## config.mk

```make
export PLATFORM = sky130hd
export DESIGN_NAME = aluop_loader
export DESIGN_NICKNAME = d
export VERILOG_FILES = /design/src/rtl/aluop_pkg.sv /design/src/rtl/aluop_loader_button_debounce.sv /design/src/rtl/aluop_loader.sv
export SDC_FILE = /design/constraint.sdc
export NUM_CORES = 1
export LEC_CHECK = 0
export ABC_AREA = 1
export CORE_MARGIN = 3
export CORE_UTILIZATION = 38
export CTS_CLUSTER_SIZE = 8
export DETAILED_ROUTE_END_ITERATION = 8
export DONT_BUFFER_PORTS = 1
export PLACE_DENSITY_LB_ADDON = 0.25
export SETUP_SLACK_MARGIN = 0.5
export SYNTH_ARGS = -nofsm -noshare
export SYNTH_HDL_FRONTEND = slang
export SYNTH_HIERARCHICAL = 1
export SYNTH_SLANG_ARGS = --single-unit
```

## constraint.sdc

```tcl
create_clock -name clk -period 3.6 [get_ports clk]
set_clock_uncertainty 0.2 [all_clocks]
set_input_delay 0.54 -clock clk [delete_from_list [all_inputs] [get_ports clk]]
set_output_delay 0.54 -clock clk [all_outputs]
set_load 0.02 [all_outputs]
```

## src/rtl/aluop_pkg.sv

```systemverilog
// Shared types and constants for the ALU operand-entry stage.
// State encodings double as the status-LED pattern.
package aluop_pkg;

  typedef enum logic [1:0] {
    ENTER_A  = 2'b00,
    ENTER_B  = 2'b01,
    ENTER_OP = 2'b10,
    READY    = 2'b11
  } state_e;

  localparam logic [3:0] OP_ADD  = 4'd0;
  localparam logic [3:0] OP_SUB  = 4'd1;
  localparam logic [3:0] OP_AND  = 4'd2;
  localparam logic [3:0] OP_OR   = 4'd3;
  localparam logic [3:0] OP_XOR  = 4'd4;
  localparam logic [3:0] OP_NOT  = 4'd5;
  localparam logic [3:0] OP_MOV  = 4'd6;
  localparam logic [3:0] OP_INC  = 4'd7;
  localparam logic [3:0] OP_DEC  = 4'd8;
  localparam logic [3:0] OP_LAST = OP_DEC;

  function automatic logic is_bad_op(input logic [3:0] op);
    return op > OP_LAST;
  endfunction

endpackage

```

## src/rtl/aluop_loader_button_debounce.sv

```systemverilog
// Two-flop synchronizer, stability-count debouncer and registered rising-edge
// pulse for a raw push-button.
module button_debounce #(
  parameter int DEBOUNCE_CYCLES = 500000
) (
  input  logic clk,
  input  logic rst,
  input  logic raw,
  output logic level,
  output logic rise
);

  localparam int CW = $clog2(DEBOUNCE_CYCLES);
  localparam logic [CW-1:0] LIMIT = CW'(DEBOUNCE_CYCLES - 1);

  logic          sync1_q, sync2_q;
  logic          db_q, db_prev_q, rise_q;
  logic [CW-1:0] cnt_q;

  always_ff @(posedge clk) begin
    if (rst) begin
      sync1_q   <= 1'b0;
      sync2_q   <= 1'b0;
      db_q      <= 1'b0;
      db_prev_q <= 1'b0;
      rise_q    <= 1'b0;
      cnt_q     <= '0;
    end else begin
      sync1_q   <= raw;
      sync2_q   <= sync1_q;
      db_prev_q <= db_q;
      rise_q    <= db_q & ~db_prev_q;
      // Any sample matching the accepted level restarts the stability count.
      if (sync2_q == db_q) begin
        cnt_q <= '0;
      end else if (cnt_q == LIMIT) begin
        db_q  <= sync2_q;
        cnt_q <= '0;
      end else begin
        cnt_q <= cnt_q + CW'(1);
      end
    end
  end

  assign level = db_q;
  assign rise  = rise_q;

endmodule

```

## src/rtl/aluop_loader.sv

```systemverilog
// Steps the slide switches into operand A, operand B and opcode on debounced
// button presses, and presents them as a registered set to the ALU stage.
module aluop_loader
  import aluop_pkg::*;
#(
  parameter int DEBOUNCE_CYCLES = 500000
) (
  input  logic       clk,
  input  logic       rst,
  input  logic [7:0] sw,
  input  logic       btn,
  output logic [7:0] opa,
  output logic [7:0] opb,
  output logic [3:0] opcode,
  output logic       valid,
  output logic       start,
  output logic       bad_op,
  output logic [1:0] stage
);

  logic db_level, db_rise, press;

  button_debounce #(
    .DEBOUNCE_CYCLES(DEBOUNCE_CYCLES)
  ) u_step_btn (
    .clk  (clk),
    .rst  (rst),
    .raw  (btn),
    .level(db_level),
    .rise (db_rise)
  );

  // The rise pulse always coincides with a high level; the AND keeps it honest.
  assign press = db_rise & db_level;

  state_e     state_q;
  logic [7:0] opa_q, opb_q;
  logic [3:0] opcode_q;
  logic       valid_q, start_q, bad_op_q;

  always_ff @(posedge clk) begin
    if (rst) begin
      state_q  <= ENTER_A;
      opa_q    <= '0;
      opb_q    <= '0;
      opcode_q <= '0;
      valid_q  <= 1'b0;
      start_q  <= 1'b0;
      bad_op_q <= 1'b0;
    end else begin
      start_q <= 1'b0;
      if (press) begin
        unique case (state_q)
          ENTER_A: begin
            opa_q   <= sw;
            state_q <= ENTER_B;
          end
          ENTER_B: begin
            opb_q   <= sw;
            state_q <= ENTER_OP;
          end
          ENTER_OP: begin
            opcode_q <= sw[3:0];
            state_q  <= READY;
            valid_q  <= 1'b1;
            start_q  <= 1'b1;
            bad_op_q <= is_bad_op(sw[3:0]);
          end
          READY: begin
            state_q  <= ENTER_A;
            valid_q  <= 1'b0;
            bad_op_q <= 1'b0;
          end
          default: state_q <= ENTER_A;
        endcase
      end
    end
  end

  assign opa    = opa_q;
  assign opb    = opb_q;
  assign opcode = opcode_q;
  assign valid  = valid_q;
  assign start  = start_q;
  assign bad_op = bad_op_q;
  assign stage  = state_q;

endmodule

```

* Yosys cells after proc, flatten, opt, wreduce, memory -nomap -nowiden
Index checks and enable logic that the tools add are counted.
** Operators by class
- $add $sub $neg :: 1
- Order comparisons :: 1
- Equal/unequal tests :: 5
- Multiplexer cells :: 4
- Bitwise gates (word level) :: 5
- Reduce and logical (&&, ||, !) cells :: 9
** Operators by type and width (count)
- $add 19x1->19 const B :: 1
- $eq 19x19->1 const B :: 1
- $reduce_and 2->1 :: 5
- $pmux 2 s4 :: 1
- $eq 2x2->1 const B :: 2
- $gt 4x4->1 const B :: 1
- $pmux 1 s2 :: 2
- $not 1->1 :: 3
- $reduce_or 3->1 :: 1
- $and 1x1->1 :: 2
- $eq 2x1->1 const B :: 1
- $logic_not 2->1 :: 1
- $reduce_bool 2->1 :: 1
- $reduce_or 2->1 :: 1
- $eq 1x1->1 :: 1
- $mux 1 :: 1
** Storage, ports and cells
- Register bits :: 49
- Bits of input ports :: 11
- Output and inout port bits :: 25
- Logic and storage cells :: 38

* Longest topological paths before layout
Gate-level depths: netlist (run 1).
- Depth in word-level cells :: 3
- Gate-level depth with buffers :: 9
- Gate-level depth less buffers :: 9

* By module
Netlist (run 1), hierarchy kept.
** Modules (own cells, without submodules)
- button_debounce :: times used 1, cells each 182, area each 1253.7 µm², sequential area each 480.5 µm²
- aluop_loader :: times used 1, cells each 127, area each 1006.0 µm², sequential area each 500.5 µm²

* Worst setup path after synthesis (run 1)
No wires, ideal clock.
- Kind :: register to register
- From :: register state_q[0] (netlist: stage[0])
- To :: register opa_q[0] (netlist: opa[0])
- Library setup time :: 70 ps
- Arrival :: 1318 ps
- Data required time :: 3330 ps
- Setup slack :: 2012 ps
- Cell stages (with the launch flop) :: 7
- Path buffers :: 1
- Period minus slack after synthesis :: 1588 ps
- Cells stage by stage :: dfxtp_1 inv_1 ha_1 buf_2 nand3_1 nand2_1 a21oi_1
** Between the ends
- Longest elaborated chain between the ends :: 2
** Ends and longest elaborated chain
- from (decl) :: line aluop_loader.sv:36 : state_e state_q;
- from (signal assigned) :: line aluop_loader.sv:43 : state_q <= ENTER_A;
- from (signal assigned) :: line aluop_loader.sv:56 : state_q <= ENTER_B;
- from (signal assigned) :: line aluop_loader.sv:60 : state_q <= ENTER_OP;
- $logic_not 2->1 :: line aluop_loader.sv:53 : unique case (state_q)
- $reduce_and 2->1 (no source line)
- to (signal assigned) :: line aluop_loader.sv:55 : opa_q <= sw;
- to (decl) :: line aluop_loader.sv:37 : logic [7:0] opa_q, opb_q;
No other way between the ends.
A chain may end at the register's enable or synchronous reset.

* Worst setup path in the final report (run 1)
- From :: register state_q[0] (netlist: stage[0])
- To :: register opa_q[6] (netlist: opa[6])
The elaborated chain is that of the path after synthesis.

==> results of run 1 <==
flip-flops by register name, indices dropped and copies added (netlist names):
register,flops
bad_op,1
valid,1
opa,8
opb,8
u_step_btn/sync1_q,1
opcode,4
u_step_btn/rise,1
u_step_btn/db_prev_q,1
u_step_btn/level,1
u_step_btn/cnt_q,19
u_step_btn/sync2_q,1
stage,2
start,1
worst max-delay path by stage:
stage	startpoint	to	slack, ps	cells past startpoint
global placement	stage[1]$_SDFFE_PP0P_	opb[0]$_SDFFE_PP0P_	1880	5
finish	stage[0]$_SDFFE_PP0P_	opa[6]$_SDFFE_PP0P_	1820	5
global route	stage[0]$_SDFFE_PP0P_	opa[7]$_SDFFE_PP0P_	1660	5
floorplan	stage[0]$_SDFFE_PP0P_	opa[0]$_SDFFE_PP0P_	2010	6
detailed placement	stage[0]$_SDFFE_PP0P_	opa[7]$_SDFFE_PP0P_	1850	5
CTS	stage[0]$_SDFFE_PP0P_	opa[7]$_SDFFE_PP0P_	1820	5
routing by layer:
layer,track usage [%],routed length [um],vias up
met2,21.0,1940,30
met3,3.47,215,5
met4,4.46,49,0
li1,-,-,969
met5,0,0,-
met1,18.9,2280,805
critical path, stage by stage, from the launching register on:
cell and delay [ps]:
dfxtp_1 520, inv_1 140, ha_1 330, nand3_1 270, nand2_1 80, a21oi_1 160
stage by stage:
step | std cells | power, W
2_1_floorplan | 309 | 0.000568
5_1_grt | 383 | 0.000915
3_5_place_dp | 375 | 0.000565
4_1_cts | 383 | 0.000890
3_3_place_gp | 375 | 0.000565
6_report | 383 | 0.000872
layout by cell type (no fill, tap or decap), types with 2 or more instances in the layout:
cell,count
xnor2_1,2
nand3_1,31
a21oi_1,28
a21oi_2,2
nor2_4,3
o21ai_0,3
nand3_2,2
nor2_1,37
nand2_4,2
dfxtp_1,49
inv_2,2
nor2_2,11
inv_1,32
clkbuf_8,5
ha_1,6
nand4_1,2
nand2_2,4
nor3_1,2
xor2_1,4
nand2_1,79
or2_2,2
kinds of logic after synthesis:
family                     after synthesis
AOI/OAI and AO/OA                       33
xor gates and xnor gates                 6
adders and majority gates                6
buffers and inverters                   40
DFF                                     49
and+or+nand+nor                        175
synth_stat cells, drive strengths merged:
master / instances
a21oi: 30
buf: 6
dfxtp: 49
ha: 6
inv: 34
nand2: 85
nand3: 33
nand4: 2
nor2: 51
nor3: 2
o21ai: 3
or2: 2
xnor2: 2
xor2: 4
report_power, final:
part           leakage (nW)  switching [W]   total (W)  internal, W
Sequential            0.395    0.000000677    0.000543     0.000543
Combinational         0.409     0.00000573  0.00000876   0.00000303
Clock                0.0456       0.000181    0.000320     0.000139
area by class of cell:
cell class,count,area share [%]
Sequential cell,49,41.2
Clock inverter,2,0.578
Multi-Input combinational cell,220,46.0
Clock buffer,6,3.05
Tap cell,72,3.78
Inverter,34,5.36
==> metrics.md, run 1 <==
| Metric | Value |
|---|---|
| Yosys cell types | `23` |
| Ports | `36` |
| CTS tree | `built` |
| Reg clk slew, reported paths | `90 ps` |
| Simple-gate share of the synthesized area | `35.2%` |
| Via density per instance | `4.72` |
| Routed Antenna Nets | `0` |
| Final wirelength | `4.48 mm` |
| Post-synthesis compound-gate area fraction | `7.64%` |
| Synth Area in Adders | `3.32%` |
| Worst slew margin | `78.5%` |
| Count of final setup violators | `0` |
| Largest net degree at the start of global routing | `27` |
| Hold path start | `rst` |
| Tightest Pin Transition | `322 ps` |
| Dpl ws | `1850 ps` |
| # H-tree levels | `2` |
| Fin nets | `327` |
| Hold WC Path Type | `in -> reg` |
| Port bufs | `0` |
| Via count | `1809` |
| Hold-fix buffers, CTS | `0` |
| Initial antenna violation count | `0` |
| WL/cell | `11.7 um` |
| Post-Place Cell Area | `0.00229 mm^2` |
| Crit-path max FO | `9` |
| Die height | `83.1 um` |
| Num CTS Buffers | `5` |
| Final core area utilization | `42.2%` |
| Fin. max-slew vios | `0` |
| Largest family of logic cells by synthesized area | `simple AND/OR/NAND/NOR gates` |
| FILL cells | `583` |
| Critical path class | `reg -> reg` |
| Initial core utilization | `40.1%` |
| Synth Instances | `309` |
| Pwr Density | `366 mW/mm^2` |
| Maxcap violations | `0` |
| Final Cell Area | `0.00238 mm^2` |
| First-pass GRT wire length | `7.99 mm` |
| F_max | `562 MHz` |
| Clk root buf | `clkbuf_8` |
| Residual DRC | `0` |
| Synth Area in XOR/XNOR | `2.33%` |
| N_diodes | `0` |
| Worst setup SP type | `register` |
| Vias in the first global route | `1729` |
| Hold depth | `1` |
| Worst-Skew Late Latency | `300 ps` |
| Seq cells post-synth | `49` |
| Die Wd | `83.1 um` |
| R2R Setup Slk | `1820 ps` |
| Worst EP required | `3630 ps` |
| Gr usage total | `13.7%` |
| Seq/Total Area, Yosys | `43.4%` |
| RSZ-0062 raised after global routing | `false` |
| Fin crit share | `49.5%` |
| CP Capture Type | `register` |
| Fin Setup TNS | `0 ps` |
| Yosys top cell area share | `43.4%` |
| Post-Syn Area per Cell | `7.31 um^2` |
| Grt total ovfl | `0` |
| Largest cells by area after synthesis | `dfxtp_1 (43%), nand2_1 (13%), nand3_1 (6.9%)` |
| Multi-input gate area | `0.00110 mm^2` |
| Reg area | `981 um^2` |
| CP arrival | `1810 ps` |
| Clk sinks | `49` |
| Final Hold Slack | `96.0 ps` |
| Initial DRT Pass Iterations | `4` |
| Worst setup margin | `1820 ps` |
| Post-CTS Setup Bufs | `0` |
| R2r startpoint | `stage[0]$_SDFFE_PP0P_` |
| Status | `finished, final reports clean` |
| Site Rows | `27` |
| Hpwl dp | `3.30 mm` |
| Static Leak | `0.850 nW` |
| Worst reg2reg path depth | `5` |
| Hold EP | `opcode[3]$_SDFFE_PP0P_` |
| Share of cells above drive strength 1 | `11.3%` |
| Maximum vdd drop | `0.000233 V` |
| Cell Area, Synth | `0.00226 mm^2` |
| Min cycle time layout | `1780 ps` |
| Max Root-Sink Buffers | `2` |
| Top cell type by total area after synthesis | `dfxtp_1` |
| Routability congestion estimate from global placement | `0.812` |
| Reg2reg end | `opa[6]$_SDFFE_PP0P_` |
| Synth-to-Final Area Change | `5.37%` |
| Core area | `0.00564 mm^2` |
| Synth Warn # | `6` |
| Syn nets | `326` |
| Die ar. | `0.00691 mm^2` |
| Post-synthesis mux area share | `0%` |
| DRT iter0 DRCs | `110` |
| Final hold violation count | `0` |
| Resize count post-CTS | `0` |
Note: power is estimated with default switching activity, not from simulation.
==> run 2, diff against run 1 <==
- clock period: 3.6 -> 1.5 ns (I/O delays scaled with it)
==> run 2 against run 1 <==
The flow now finishes with violations (hold timing); clock-buffer cell count unchanged; non-clock buffer count up 20; combinational power rose to 5.0 times the previous value; final area up 26%; fmax up 19%.
==> metrics.md, run 2 (synthesized netlist as in run 1, its figures left out) <==
| Metric | Value |
|---|---|
| Critical path class | `reg -> reg (unchanged)` |
| Final hold violation count | `28 (was 0)` |
| FILL cells | `516 (was 583)` |
| WP buf/inv | `1 (unchanged)` |
| Site Rows | `27 (unchanged)` |
| Final core area utilization | `53.0% (was 42.2%)` |
| Crit-path max FO | `4 (was 9)` |
| First-pass GRT wire length | `9.00 mm (was 7.99 mm)` |
| Maxcap violations | `0 (unchanged)` |
| CP Cell Sequence | `ha_4, nand2_4, nor2_4, buf_4, nand3_1, xor2_1, nor2_2 (was inv_1, ha_1, nand3_1, nand2_1, a21oi_1)` |
| Post-Place Cell Area | `0.00244 mm^2 (was 0.00229 mm^2)` |
| Initial antenna violation count | `0 (unchanged)` |
| Wire length on met1 | `2.46 mm (was 2.28 mm)` |
| RSZ-0062 raised after global routing | `true (was false)` |
| Via count | `1972 (was 1809)` |
| Status | `finished with violations (was finished, final reports clean)` |
| Hold WC Path Type | `in -> reg (unchanged)` |
| N_diodes | `0 (unchanged)` |
| Via density per instance | `4.89 (was 4.72)` |
| Commonest non-fill, non-tap cells in the layout | `nand2_1 (65), inv_1 (27), nor2_1 (26) (was nand2_1 (79), dfxtp_1 (49), nor2_1 (37))` |
| Clk sinks | `49 (unchanged)` |
| DRT iter0 DRCs | `120 (was 110)` |
| Tightest Pin Transition | `230 ps (was 322 ps)` |
| Dpl ws | `-4.40 ps (was 1850 ps)` |
| Largest net degree at the start of global routing | `27 (unchanged)` |
| Commonest non-fill, non-tap cell in the layout | `nand2_1 (unchanged)` |
| Largest reg by FF count | `u_step_btn/cnt_q (unchanged)` |
| Worst slew margin | `84.5% (was 78.5%)` |
| Port bufs | `0 (unchanged)` |
| Worst EP required | `1490 ps (was 3630 ps)` |
| # H-tree levels | `2 (unchanged)` |
| Count of final setup violators | `0 (unchanged)` |
| CP Capture Type | `register (unchanged)` |
| Die Wd | `83.1 um (unchanged)` |
| Vias in the first global route | `1904 (was 1729)` |
| Die ar. | `0.00691 mm^2 (unchanged)` |
| Min cycle time layout | `1490 ps (was 1780 ps)` |
| Maximum vdd drop | `0.000561 V (was 0.000233 V)` |
| Residual DRC | `0 (unchanged)` |
| Num CTS Buffers | `5 (unchanged)` |
| Max Root-Sink Buffers | `2 (unchanged)` |
| Static Leak | `1.01 nW (was 0.850 nW)` |
| Slowest cell on crit path | `dfxtp_4 (was dfxtp_1)` |
| Pwr Density | `680 mW/mm^2 (was 366 mW/mm^2)` |
| Final Cell Area | `0.00299 mm^2 (was 0.00238 mm^2)` |
| Total power draw | `0.00204 W (was 0.000872 W)` |
| Final Hold Slack | `-227 ps (was 96.0 ps)` |
| CTS tree | `built (unchanged)` |
| F_max | `671 MHz (was 562 MHz)` |
| Detail Route met3 WL | `255 um (was 215 um)` |
| Initial core utilization | `40.1% (unchanged)` |
| Hpwl dp | `3.43 mm (was 3.30 mm)` |
| Largest register FFs | `19 (unchanged)` |
| Worst setup SP type | `register (unchanged)` |
| Clk root buf | `clkbuf_8 (unchanged)` |
| CP peak stage delay | `370 ps (was 520 ps)` |
| Initial DRT Pass Iterations | `4 (unchanged)` |
| Share of cells above drive strength 1 | `42.6% (was 11.3%)` |
| Grt total ovfl | `0 (unchanged)` |
| Core area | `0.00564 mm^2 (unchanged)` |
| Worst setup margin | `9.11 ps (was 1820 ps)` |
| Hold-fix buffers, CTS | `4 (was 0)` |
| Met2 routed WL | `2.46 mm (was 1.94 mm)` |
| CP arrival | `1480 ps (was 1810 ps)` |
| Routed Antenna Nets | `0 (unchanged)` |
| Gr usage total | `15.3% (was 13.7%)` |
| Worst-Skew Late Latency | `290 ps (was 300 ps)` |
| Fin. max-slew vios | `0 (unchanged)` |
| Synth-to-Final Area Change | `32.4% (was 5.37%)` |
| Die height | `83.1 um (unchanged)` |
| Ports | `36 (unchanged)` |
| Fin nets | `348 (was 327)` |
| Routability congestion estimate from global placement | `0.784 (was 0.812)` |
| Reg clk slew, reported paths | `90 ps (about the same)` |
| Fin crit share | `99.4% (was 49.5%)` |
| Final wirelength | `5.19 mm (was 4.48 mm)` |
| Uppermost routed layer | `met4 (unchanged)` |
| Delay-heaviest family, CP | `flip-flops (unchanged)` |
| WL/cell | `12.9 um (was 11.7 um)` |
| Violated checks | `hold timing` |
## run 2: changes by cell type in the layout (fill, tap and decap cells not counted), moves of 7 or more
cell     before  now
buf_4         0    9
buf_6         0    7
dfxtp_1      49   14
dfxtp_2       0   16
dfxtp_4       0   19
nand2_1      79   65
nand2_2       4   17
nand3_1      31   19
nand3_2       2   10
nor2_1       37   26
nor2_4        3   11
## run 2: stage by stage
stage | TNS [ps] | std cells
2_1_floorplan | 0 | 309
3_3_place_gp | 0 | 379
3_5_place_dp | -10.8 | 379
4_1_cts | 0 | 400
5_1_grt | -406 | 403
6_report | 0 | 403
## run 2: power breakdown
group	total (W)	internal (W)	switching, W
sequential	0.00127	0.00127	0.00000201
combinational	0.0000437	0.0000187	0.0000250
clock	0.000722	0.000318	0.000404
total	0.00204	0.00160	0.000431
## run 2: path summary, 6_finish.rpt
| path | from | endpoint | slack (ps) | cells past startpoint |
|---|---|---|---|---|
| max | u_step_btn/cnt_q[1]$_SDFF_PP0_ | u_step_btn/cnt_q[12]$_SDFF_PP0_ | 9 | 7 |
| min | rst | opcode[2]$_SDFFE_PP0P_ | -230 | 1 |
| max reg2reg | u_step_btn/cnt_q[1]$_SDFF_PP0_ | u_step_btn/cnt_q[12]$_SDFF_PP0_ | 9 | 7 |
| min reg2reg | u_step_btn/db_prev_q$_SDFF_PP0_ | u_step_btn/rise$_SDFF_PP0_ | 200 | 1 |
## run 2: layout make-up
class | instances | area, um^2 | area share, %
multi-input cells | 221 | 1420 | 47.6
flip-flops and latches | 49 | 1070 | 35.8
repair buffers | 20 | 186 | 6.23
inverters | 34 | 143 | 4.77
well taps | 72 | 90.1 | 3.01
clock buffers | 6 | 72.6 | 2.42
clock inverters | 1 | 5.00 | 0.167
## run 2: timing repair
| item | in CTS | in global routing |
|---|---|---|
| buffers inserted | 9 | 3 |
| cloned | 1 | 0 |
| pin swaps | 24 | 19 |
| endpoints found under the setup margin | 70 | 70 |
| gates resized for setup | 73 | 43 |
| hold endpoints to repair | 30 | 28 |
## run 2: metal layers
metal	vias up	track usage, %
met3	2	4.37
met1	911	21.1
met5	-	0
met2	40	24.4
met4	0	2.38
li1	1019	-
==> run 3, diff against run 2 <==
- ABC_AREA: 1 -> default
==> run 3 against run 2 <==
The run ends with hold timing, setup timing left; critical path depth unchanged; flip-flop and latch count unchanged; synthesized cell count down 33%; sequential power about the same; register-to-register slack worse by 350 ps; clock power grew 11%; via count decreased by 18%; non-clock buffer count up 29; global-route usage decreased by 0.92 points.
==> metrics.md, run 3 <==
| Metric | Value |
|---|---|
| F_max | `543 MHz (was 671 MHz)` |
| Largest register FFs | `19 (unchanged)` |
| Residual DRC | `0 (unchanged)` |
| Site Rows | `25 (was 27)` |
| RSZ-0062 raised after global routing | `true (unchanged)` |
| CTS tree | `built (unchanged)` |
| Critical path class | `reg -> reg (unchanged)` |
| Top cell type by total area after synthesis | `dfxtp_1 (unchanged)` |
| Cell Area, Synth | `0.00203 mm^2 (was 0.00226 mm^2)` |
| Yosys top cell area share | `48.3% (was 43.4%)` |
| Via density per instance | `4.98 (was 4.89)` |
| Yosys cell types | `36 (was 23)` |
| EDFF count, synth | `0 (unchanged)` |
| Post-Syn Area per Cell | `9.86 um^2 (was 7.31 um^2)` |
| Reg clk slew, reported paths | `90 ps (about the same)` |
| Final hold violation count | `29 (was 28)` |
| Port bufs | `0 (unchanged)` |
| Largest reg by FF count | `u_step_btn/cnt_q (unchanged)` |
| Syn nets | `223 (was 326)` |
| Reg power frac | `60.8% (was 62.4%)` |
| Worst setup margin | `-342 ps (was 9.11 ps)` |
| Seq cells post-synth | `49 (unchanged)` |
| Clock network power share | `37.9% (was 35.5%)` |
| Status | `finished with violations (unchanged)` |
| Synth-to-Final Area Change | `38.9% (was 32.4%)` |
| Violated checks | `hold timing, setup timing (was hold timing)` |
| DRT iter0 DRCs | `53 (was 120)` |
| Num CTS Buffers | `5 (unchanged)` |
| Static Leak | `1.10 nW (was 1.01 nW)` |
| Maxcap violations | `0 (unchanged)` |
| Routability congestion estimate from global placement | `0.765 (was 0.784)` |
| Synth Instances | `206 (was 309)` |
| Vias in the first global route | `1600 (was 1904)` |
| Worst slew margin | `75.1% (was 84.5%)` |
| Final Hold Slack | `-222 ps (was -227 ps)` |
| Hold-fix buffers, CTS | `1 (was 4)` |
| CP Capture Type | `register (unchanged)` |
| Hold WC Path Type | `in -> reg (unchanged)` |
| Initial antenna violation count | `0 (unchanged)` |
| Initial core utilization | `41.1% (was 40.1%)` |
| P_sw | `0.000473 W (was 0.000431 W)` |
| Gr usage total | `14.4% (was 15.3%)` |
| Final Cell Area | `0.00282 mm^2 (was 0.00299 mm^2)` |
| CP arrival | `1840 ps (was 1480 ps)` |
| Crit-path max FO | `5 (was 4)` |
| Fin. max-slew vios | `0 (unchanged)` |
| Switching Fraction | `22.4% (was 21.2%)` |
| Largest net degree at the start of global routing | `32 (was 27)` |
| Synth async-reset ratio | `0% (unchanged)` |
| Clk sinks | `49 (unchanged)` |
| Largest cells by area after synthesis | `dfxtp_1 (48%), mux2i_1 (9.9%), nor2_1 (7.4%) (was dfxtp_1 (43%), nand2_1 (13%), nand3_1 (6.9%))` |
| Commonest non-fill, non-tap cell in the layout | `buf_4 (was nand2_1)` |
| Worst EP required | `1490 ps (about the same)` |
| Pwr Density | `747 mW/mm^2 (was 680 mW/mm^2)` |
| Via count | `1615 (was 1972)` |
| Seq/Total Area, Yosys | `48.3% (was 43.4%)` |
| Tightest Pin Transition | `370 ps (was 230 ps)` |
| Fin nets | `273 (was 348)` |
| N_diodes | `0 (unchanged)` |
| Clk root buf | `clkbuf_8 (unchanged)` |
| Die height | `79.1 um (was 83.1 um)` |
| Pint | `0.00164 W (was 0.00160 W)` |
| Cell types with the highest counts after synthesis | `dfxtp_1 (49), nor2_1 (40), mux2i_1 (20) (was nand2_1 (79), dfxtp_1 (49), nor2_1 (37))` |
| Post-Place Cell Area | `0.00243 mm^2 (was 0.00244 mm^2)` |
| Min cycle time layout | `1840 ps (was 1490 ps)` |
| Hpwl dp | `2.93 mm (was 3.43 mm)` |
| First-pass GRT wire length | `7.19 mm (was 9.00 mm)` |
| Count of final setup violators | `20 (was 0)` |
| Fin crit share | `123% (was 99.4%)` |
| Die ar. | `0.00626 mm^2 (was 0.00691 mm^2)` |
| Maximum vdd drop | `0.000466 V (was 0.000561 V)` |
| Commonest non-fill, non-tap cells in the layout | `buf_4 (37), nor2_1 (29), dfxtp_1 (21) (was nand2_1 (65), inv_1 (27), nor2_1 (26))` |
| Worst setup SP type | `register (unchanged)` |
| # H-tree levels | `2 (unchanged)` |
| Post-synth top flop | `dfxtp_1 (unchanged)` |
| Worst-Skew Late Latency | `300 ps (was 290 ps)` |
| Core area | `0.00494 mm^2 (was 0.00564 mm^2)` |
| WL/cell | `13.4 um (was 12.9 um)` |
| Share of cells above drive strength 1 | `48.6% (was 42.6%)` |
| Synth Warn # | `6 (unchanged)` |
| Routed Antenna Nets | `0 (unchanged)` |
| Grt total ovfl | `0 (unchanged)` |
| Logic pwr share | `1.3% (was 2.1%)` |
| Initial DRT Pass Iterations | `4 (unchanged)` |
| Max Root-Sink Buffers | `2 (unchanged)` |
| Most common cell in the netlist | `dfxtp_1 (was nand2_1)` |
| Die Wd | `79.1 um (was 83.1 um)` |
| Ports | `36 (unchanged)` |
| FILL cells | `453 (was 516)` |
| Final wirelength | `4.35 mm (was 5.19 mm)` |
run 3: changes by cell type after synthesis, sizes merged, moves of 11 or more:
| cell | before | now |
|---|---|---|
| nand2 | 85 | 8 |
| inv | 34 | 8 |
| a21oi | 30 | 6 |
| nand3 | 33 | 10 |
| mux2i | 0 | 20 |
| nor2 | 51 | 40 |
run 3: cell type report:
class	instances	area (um^2)	area share, %
Clock inverter	3	23.8	0.842
Inverter	8	35.0	1.24
Tap cell	67	83.8	2.97
Timing Repair Buffer	49	412	14.6
Sequential cell	49	1050	37.1
Clock buffer	5	68.8	2.44
Multi-Input combinational cell	143	1150	40.9
run 3: layer usage:
layer / share of wire [%] / wire [um] / global-route usage [%]
met1: 43 / 1880 / 16.9
met2: 48 / 2100 / 24.7
met3: 7.3 / 316 / 4.76
met4: 1.1 / 46 / 4.64
met5: 0 / 0 / 0
run 3: worst paths after layout:
check / slack (ps) / from / depth (start not counted) / endpoint
min: -220 / rst / 1 / stage[1]$_SDFFE_PP0P_
max: -340 / u_step_btn/cnt_q[0]$_SDFF_PP0_ / 7 / u_step_btn/cnt_q[3]$_SDFF_PP0_
max reg2reg: -340 / u_step_btn/cnt_q[0]$_SDFF_PP0_ / 7 / u_step_btn/cnt_q[3]$_SDFF_PP0_
min reg2reg: 190 / u_step_btn/db_prev_q$_SDFF_PP0_ / 1 / u_step_btn/rise$_SDFF_PP0_
run 3: what timing repair did:
item,4_1_cts,5_1_grt
pin swaps,11,9
hold endpoints to repair,30,29
cloned,2,0
resized for setup,47,24
buffers inserted,6,6
endpoints found under the setup margin,72,72
run 3: power groups by stage:
| stage | logic, W | clock network, W | registers [W] |
|---|---|---|---|
| 6_report | 0.0000281 | 0.000799 | 0.00128 |
| 5_1_grt | 0.0000306 | 0.000893 | 0.00128 |
| 4_1_cts | 0.0000264 | 0.000841 | 0.00128 |
| 3_5_place_dp | 0.0000156 | 0 | 0.00133 |
| 3_3_place_gp | 0.0000155 | 0 | 0.00133 |
| 2_1_floorplan | 0.0000226 | 0 | 0.00133 |
run 3: cells by family (layout without fill, tap and decap cells):
kind of cell	count (synthesis)	in the layout	share of synthesized area (%)
buf+inv	14	65	3.45
xor+xnor	14	14	6.03
compound gates	15	15	5.91
fa+ha+maj	6	6	3.69
simple gates	88	88	22.8
flops	49	49	48.3
mux	20	20	9.85
run 3: stage by stage:
step / TNS [ps] / cells / power [W] / setup WS (ps) / util, %
final: -6570 / 324 / 0.00211 / -342 / 57.1
after global routing: -7960 / 324 / 0.00221 / -415 / 57.1
after CTS: -6340 / 318 / 0.00215 / -331 / 54.6
after detailed placement: -6320 / 301 / 0.00135 / -331 / 49.1
after global placement: -5760 / 301 / 0.00135 / -302 / 49.1
after floorplan: -7610 / 206 / 0.00135 / -455 / -
run 3: critical path, stage by stage, from the launching register on:
cell and delay (ps):
dfxtp_2 370, ha_4 150, nand3_4 70, or4_4 430, o31ai_4 210, buf_6 150
buf_6 120, nor2_1 40
